$ cat src/rtl/fetch_pkg.sv
// Shared types and constants for the instruction-fetch stage.
package fetch_pkg;

    localparam int          XLEN      = 32;
    localparam logic [31:0] NOP_INSTR = 32'h0000_0013;

    typedef struct packed {
        logic [XLEN-1:0] pc;
        logic [XLEN-1:0] instr;
    } fetch_entry_t;

endpackage

$ cat src/rtl/fetch_fifo.sv
// Small synchronous FIFO with clear; head word is visible as soon as count is non-zero.
module fetch_fifo
    import fetch_pkg::*;
#(
    parameter int WIDTH = XLEN,
    parameter int DEPTH = 2,
    localparam int CW   = $clog2(DEPTH + 1)
) (
    input  logic             i_clk,
    input  logic             i_reset,
    input  logic             i_clear,
    input  logic             i_push,
    input  logic [WIDTH-1:0] i_push_data,
    input  logic             i_pop,
    output logic [WIDTH-1:0] o_head,
    output logic [CW-1:0]    o_count,
    output logic             o_empty,
    output logic             o_full
);

    localparam int PTR_W = (DEPTH > 1) ? $clog2(DEPTH) : 1;

    logic [WIDTH-1:0] mem_reg [DEPTH];
    logic [PTR_W-1:0] rd_ptr_reg;
    logic [PTR_W-1:0] wr_ptr_reg;
    logic [CW-1:0]    count_reg;
    logic             do_push;
    logic             do_pop;

    function automatic logic [PTR_W-1:0] ptr_inc(input logic [PTR_W-1:0] p);
        return (p == PTR_W'(DEPTH - 1)) ? '0 : p + PTR_W'(1);
    endfunction

    assign o_empty = (count_reg == '0);
    assign o_full  = (count_reg == CW'(DEPTH));
    assign o_count = count_reg;
    assign o_head  = mem_reg[rd_ptr_reg];

    // A push into a full FIFO is accepted only when the head leaves in the same cycle.
    assign do_pop  = i_pop && !o_empty;
    assign do_push = i_push && (!o_full || do_pop);

    always_ff @(posedge i_clk) begin
        if (i_reset || i_clear) begin
            rd_ptr_reg <= '0;
            wr_ptr_reg <= '0;
            count_reg  <= '0;
        end else begin
            if (do_push) wr_ptr_reg <= ptr_inc(wr_ptr_reg);
            if (do_pop)  rd_ptr_reg <= ptr_inc(rd_ptr_reg);
            case ({do_push, do_pop})
                2'b10:   count_reg <= count_reg + CW'(1);
                2'b01:   count_reg <= count_reg - CW'(1);
                default: count_reg <= count_reg;
            endcase
        end
    end

    always_ff @(posedge i_clk) begin
        if (do_push && !i_clear && !i_reset) mem_reg[wr_ptr_reg] <= i_push_data;
    end

endmodule

$ cat src/rtl/fetch_stage.sv
// Instruction fetch: owns the PC, issues in-order memory requests under a credit
// limit, discards responses made stale by redirects and queues {pc, instr} for IF/ID.
module fetch_stage
    import fetch_pkg::*;
#(
    parameter logic [XLEN-1:0] RESET_PC = 32'h0000_0000,
    parameter int              DEPTH    = 2
) (
    input  logic            i_clk,
    input  logic            i_reset,
    input  logic            i_stall,
    input  logic            i_redirect,
    input  logic [XLEN-1:0] i_redirect_pc,
    output logic            o_imem_req,
    output logic [XLEN-1:0] o_imem_addr,
    input  logic            i_imem_gnt,
    input  logic            i_imem_rvalid,
    input  logic [XLEN-1:0] i_imem_rdata,
    output logic [XLEN-1:0] o_pc,
    output logic [XLEN-1:0] o_instr,
    output logic            o_vld
);

    localparam int CW = $clog2(DEPTH + 1);

    logic [XLEN-1:0] pc_reg, pc_next;
    logic [CW-1:0]   out_cnt_reg, out_cnt_next;
    logic [CW-1:0]   kill_cnt_reg, kill_cnt_next;
    logic [CW:0]     credit_used;
    logic            grant;
    logic            rsp;
    logic            iq_push;
    logic            iq_pop;

    logic [XLEN-1:0] pcq_head;
    logic [CW-1:0]   pcq_count;
    logic            pcq_empty, pcq_full;
    logic [$bits(fetch_entry_t)-1:0] iq_head_bits;
    fetch_entry_t    iq_head, iq_push_entry;
    logic [CW-1:0]   q_cnt;
    logic            iq_empty, iq_full;
    logic            status_unused;

    // Credit counts only registered state, so a pop frees a slot one cycle later.
    assign credit_used = {1'b0, out_cnt_reg} + {1'b0, q_cnt};
    assign o_imem_req  = !i_reset && !i_redirect && (credit_used < (CW + 1)'(DEPTH));
    assign o_imem_addr = pc_reg;
    assign grant       = o_imem_req && i_imem_gnt;
    assign rsp         = i_imem_rvalid && (out_cnt_reg != '0);

    assign iq_push       = rsp && (kill_cnt_reg == '0) && !i_redirect;
    assign iq_push_entry = '{pc: pcq_head, instr: i_imem_rdata};
    assign iq_pop        = o_vld && !i_stall;
    assign iq_head       = fetch_entry_t'(iq_head_bits);

    assign o_vld   = !iq_empty && !i_redirect && !i_reset;
    assign o_pc    = o_vld ? iq_head.pc    : '0;
    assign o_instr = o_vld ? iq_head.instr : NOP_INSTR;

    assign status_unused = ^{pcq_count, pcq_empty, pcq_full, iq_full};

    always_comb begin
        out_cnt_next  = out_cnt_reg;
        kill_cnt_next = kill_cnt_reg;
        pc_next       = pc_reg;
        if (grant) out_cnt_next = out_cnt_next + CW'(1);
        if (rsp)   out_cnt_next = out_cnt_next - CW'(1);
        // A redirect kills everything still in flight after this cycle's response.
        if (i_redirect) begin
            kill_cnt_next = rsp ? out_cnt_reg - CW'(1) : out_cnt_reg;
            pc_next       = {i_redirect_pc[XLEN-1:2], 2'b00};
        end else begin
            if (rsp && (kill_cnt_reg != '0)) kill_cnt_next = kill_cnt_reg - CW'(1);
            if (grant) pc_next = pc_reg + XLEN'(4);
        end
    end

    always_ff @(posedge i_clk) begin
        if (i_reset) begin
            pc_reg       <= RESET_PC;
            out_cnt_reg  <= '0;
            kill_cnt_reg <= '0;
        end else begin
            pc_reg       <= pc_next;
            out_cnt_reg  <= out_cnt_next;
            kill_cnt_reg <= kill_cnt_next;
        end
    end

    // Killed requests still occupy the PC queue so responses stay aligned.
    fetch_fifo #(.WIDTH(XLEN), .DEPTH(DEPTH)) u_pc_queue (
        .i_clk       (i_clk),
        .i_reset     (i_reset),
        .i_clear     (1'b0),
        .i_push      (grant),
        .i_push_data (pc_reg),
        .i_pop       (rsp),
        .o_head      (pcq_head),
        .o_count     (pcq_count),
        .o_empty     (pcq_empty),
        .o_full      (pcq_full)
    );

    fetch_fifo #(.WIDTH($bits(fetch_entry_t)), .DEPTH(DEPTH)) u_instr_queue (
        .i_clk       (i_clk),
        .i_reset     (i_reset),
        .i_clear     (i_redirect),
        .i_push      (iq_push),
        .i_push_data (iq_push_entry),
        .i_pop       (iq_pop),
        .o_head      (iq_head_bits),
        .o_count     (q_cnt),
        .o_empty     (iq_empty),
        .o_full      (iq_full)
    );

endmodule

$ cat config.mk
export PLATFORM = sky130hd
export DESIGN_NAME = fetch_stage
export DESIGN_NICKNAME = d
export VERILOG_FILES = /design/src/rtl/fetch_pkg.sv /design/src/rtl/fetch_fifo.sv /design/src/rtl/fetch_stage.sv
export SDC_FILE = /design/constraint.sdc
export NUM_CORES = 1
export LEC_CHECK = 0
export CAP_MARGIN = 0
export CORE_MARGIN = 2
export CORE_UTILIZATION = 49
export CTS_BUF_LIST = sky130_fd_sc_hd__clkbuf_4
export DETAILED_ROUTE_END_ITERATION = 10
export GPL_TIMING_DRIVEN = 0
export PLACE_DENSITY_LB_ADDON = 0.2
export SYNTH_ARGS = -nofsm -noshare
export SYNTH_HDL_FRONTEND = slang
export SYNTH_SLANG_ARGS = --single-unit
$ cat constraint.sdc
create_clock -name i_clk -period 8.5 [get_ports i_clk]
set_input_delay 2.55 -clock i_clk [delete_from_list [all_inputs] [get_ports i_clk]]
set_output_delay 2.55 -clock i_clk [all_outputs]
set_load 0.02 [all_outputs]
==> results by stage <==
Outcome:
- The run finished with clean final reports.

Global route:
- The initial antenna violation count is 0.
- For this run, global-route usage on met3 was measured as 5.619%.
- The first global-routing pass estimated ~33 mm of wire.
- The busiest metal layer after global routing is met2.
- For this run, global-route usage on met2 was measured as a little over a third.
- The total congestion overflow after global routing is 0.
- The pin count of the biggest net entering global routing is 31.
- The overall track demand over capacity in global routing is roughly a fifth.
- In the global route stage, met1 resource usage came out at about a quarter.
- The via count of the first global-routing pass was roughly 6500.

Synthesis:
- The post-synthesis sequential element count is approximately 230.
- In the synthesized netlist, the number of instances is about 670.
- By area the synthesized netlist is led by sky130_fd_sc_hd__edfxtp_1 (59%), sky130_fd_sc_hd__dfxtp_1 (9.4%), sky130_fd_sc_hd__mux2i_1 (7.0%), sky130_fd_sc_hd__nor2_1 (4.1%), sky130_fd_sc_hd__mux2_2 (3.6%).
- The combined area of all synthesized cells is around 9300 µm².
- The number of enable-type register cells in the synthesized netlist is 184.
- The share of flip-flops with an asynchronous set or reset after synthesis is 0%.
- The share of the synthesized area in compound gates (AO/OA/AOI/OAI) is around 4.3%.
- The share of synthesized area spent on multiplexers is 10.99%.
- The cell taking the most area after synthesis is sky130_fd_sc_hd__edfxtp_1.
- The share of synthesized cell area in full adder, half adder and majority cells is less than 1%.
- Of the total synthesized cell area, the portion taken by AND, OR, NAND and NOR gates is between 10% and 20%.
- Sequential cells were found to cover between 60 and 70% of the synthesized design area.
- During synthesis, Yosys emitted a total of 0 warnings.
- The largest family of logic cells by synthesized area is multiplexers.
- Among all flip-flop cells after synthesis, the most frequent one is sky130_fd_sc_hd__edfxtp_1.
- Summing the areas of all xor and xnor instances in the mapped netlist gives under 10% of the synthesized area.
- Averaged over all synthesized cells, the footprint is around 14 µm².
- The synthesized design devotes to its leading area cell type just under 60% of total area.
- The count of different cell masters after synthesis is about 60.

CTS:
- Counting the buffers created by CTS gives between 50 and 60.
- Counting along the longest clock path gives a buffer depth of 3.
- The later-pin clock latency in the skew report is 0.67 ns.
- TritonCTS built the clock tree.
- CTS placed an instance of sky130_fd_sc_hd__clkbuf_4 at the clock tree root.
- The quantity of hold-fixing buffers added after cts is 0.
- After clock tree synthesis, the clock-pin slew on the worst setup and hold paths is approximately 0.070 ns.
- The count of H-tree levels built during CTS is 2.
- For this design, the sink count on the clock tree is 228.
- The number of cells upsized or downsized after cts is 0.
- The buffer count from post-CTS setup fixing is 0.

Finish:
- The number of inserted diodes is 0.
- At the end of the flow, the number of nets in the layout was approximately 1000.
- The total of fill cells in the finished design is 1395.
- Relative to the synthesized area, the layout overhead comes to 29.64%.
- The library cells used most frequently in the layout, excluding fill and tap cells, are sky130_fd_sc_hd__edfxtp_1 (184), sky130_fd_sc_hd__clkdlybuf4s50_1 (160), sky130_fd_sc_hd__nor2_1 (100), sky130_fd_sc_hd__clkbuf_4 (82), sky130_fd_sc_hd__mux2i_1 (65).
- Leaving out fill and tap cells, the most frequent cell in the layout is sky130_fd_sc_hd__edfxtp_1.
- The post-route cell area is roughly 12000 µm².
- The register with the most flip-flops in the layout has about 120 of them.
- The post-route netlist has 16.03% of its cells at a drive strength greater than 1.

Worst setup path:
- The reg-to-reg setup timing slack is 5.14 ns.
- The launching element of the worst setup path is i_redirect.
- The critical path ends at o_instr[4].
- The highest net fanout along the worst path is 10.
- The worst register-to-register path has a depth of 8.
- The data arrival at the endpoint of the critical path is roughly 5.2 ns.
- The critical path in this run is classified as input port to primary output.
- The type of origin of the critical path is an input port.
- The required time of the critical path is 5.95 ns.
- The kind of end point of the critical path is a primary output.
- The endpoint of the worst register-to-register path is u_pc_queue.mem_reg[1][27].
- The worst flop-to-flop path startpoint is u_instr_queue.o_count[0].

STA:
- The transition time at the pin with the least slew margin is around 1.1 ns.
- The final number of hold-violating endpoints is 0.
- The shortest period the worst path allows is 7.741 ns.
- The number of slew-limit violations in the final report was 0.
- The largest clock skew in the final design is about 0.036 ns.
- The minimum hold slack is 0.5206 ns.
- Setup repair after global routing left no endpoint under its margin.
- In the finished design, the share of the clock period the worst path needs comes to between 90% and 100%.
- The worst path meets setup with 0.7590 ns of slack.
- The number of setup violations in the final report is 0.
- For this run, the top clock speed supported by timing is 129.2 MHz.
- The worst pin sits at a relative slew slack of about a quarter.

Place:
- The placement-stage worst setup slack is 0.7361 ns.
- The total placed instance area is roughly 11000 µm².
- At the end of routability-driven placement, the weighted congestion stood at just over 0.9.
- Input and output buffers added on the ports amount to 160.
- Detailed placement finished with a half-perimeter wire length of between 10 and 15 mm.

Worst hold path:
- The worst hold path was traced through 2 stages.
- The path class of the tightest hold or removal check is register to register.

Power and ir drop:
- IR analysis of the VDD net gives a maximum drop of between 0.1 and 0.15 mV.
- The share of total power dissipated in sequential elements is a little over half.
- The internal power of the cells is ~1800 µW.
- Per report_power, the combinational group accounts for a little over a tenth of the total.
- For this design the ratio of total power to cell area is roughly 200 nW/µm².
- The design draws between 2000 and 2500 µW.
- In this run the power spent charging and discharging nets is roughly 600 µW.
- The part of the total power dissipated in the clock network is between 30% and 40%.
- Summed over all cells, the static leakage comes to 0.003949 µW.
- The fraction of power spent switching nets is 24.40%.

Die:
- 168 I/O pins were placed.
- After floorplanning, the core was divided into 50 placement rows.
- The core region is around 19000 µm².
- The die covers approximately 20000 µm².
- The die width is 142.0 µm.
- The starting density of the core is around half.
- The die is approximately 140 µm tall.

Detailed routing:
- After the first detailed-routing iteration, the DRC count stood at 371.
- The detailed-route vias per instance is 5.394.
- For this block, the via count after detailed routing is around 6400.
- The number of remaining DRC errors is 0.
- Before antenna repair, the detailed router went through 6 iterations.
- The count of nets left with antenna violations after detail routing is 0.
- Wires add up to approximately 21 mm.
- The average wire per cell in the routed design is about 18 µm.

Run:
- Max-cap violations in this run came to 0.
power groups by stage:
stage | logic [µW] | clock network (µW) | registers, µW
floorplan | 143 | 0 | 1320
CTS | 263 | 914 | 1290
global route | 285 | 978 | 1290
global placement | 244 | 0 | 1310
finish | 263 | 891 | 1290
detailed placement | 261 | 0 | 1310
cells by family (layout without fill, tap and decap cells):
group                      count (synthesis)  in the layout
and+or+nand+nor                          206            206
muxes                                     98             98
DFF                                      228            228
adders and majority gates                  5              5
other                                      1              4
xor gates and xnor gates                  26             26
buffers and inverters                     48            319
AOI/OAI and AO/OA                         62             62
how the worst min path moves through the flow:
| stage | start | slack, ns | to |
|---|---|---|---|
| finish | u_pc_queue.rd_ptr_reg | 0.52 | u_pc_queue.rd_ptr_reg |
| global route | u_pc_queue.rd_ptr_reg | 0.55 | u_pc_queue.rd_ptr_reg |
| CTS | u_pc_queue.rd_ptr_reg | 0.51 | u_pc_queue.rd_ptr_reg |
| detailed placement | u_pc_queue.rd_ptr_reg | 0.50 | u_pc_queue.rd_ptr_reg |
| global placement | u_pc_queue.rd_ptr_reg | 0.49 | u_pc_queue.rd_ptr_reg |
| floorplan | u_pc_queue.rd_ptr_reg | 0.47 | register |
cells in the mapped netlist, drive strengths merged, types with 7 or more instances:
cell type  count
dfxtp         44
mux2i         65
a211oi        10
nor2         103
xor2          16
nand4         12
nand3         23
a21oi         18
nand2         33
buf            9
xnor2         10
nor3           7
clkbuf        27
mux2          33
o21ai          9
inv           12
edfxtp       184
layout make-up:
class	instances	area, µm²	area share, %
clock buffer	82	615.6	5.088
clock inverter	18	100.1	0.8273
inverter	12	45.04	0.3723
timing repair buffer	171	1722	14.23
multi-input combinational	401	2754	22.76
tap	234	292.8	2.420
sequential	228	6406	52.95
buffer	36	163.9	1.355
routing by layer:
| layer | vias up | part of all wire, % |
|---|---|---|
| li1 | 2993 | - |
| met1 | 3043 | 40 |
| met2 | 279 | 49 |
| met3 | 61 | 7.7 |
| met4 | 0 | 3.4 |
| met5 | - | 0 |
per-stage QoR:
stage / std cells / utilization [%] / TNS, ns
after floorplan: 677 / - / 0
after global placement: 1071 / 60.08 / -369.61
after detailed placement: 1082 / 60.86 / 0
after CTS: 1182 / 64.68 / 0
after global routing: 1182 / 64.68 / 0
final: 1182 / 64.68 / 0
critical path, stage by stage:
cell	delay, ns
sky130_fd_sc_hd__clkdlybuf4s50_1	0.60
sky130_fd_sc_hd__nor2_1	0.08
sky130_fd_sc_hd__o21ai_1	0.60
sky130_fd_sc_hd__clkbuf_1	0.45
sky130_fd_sc_hd__inv_1	0.19
sky130_fd_sc_hd__nand2_1	0.11
sky130_fd_sc_hd__clkdlybuf4s50_1	0.60
Power figures use the tool's default switching activity.
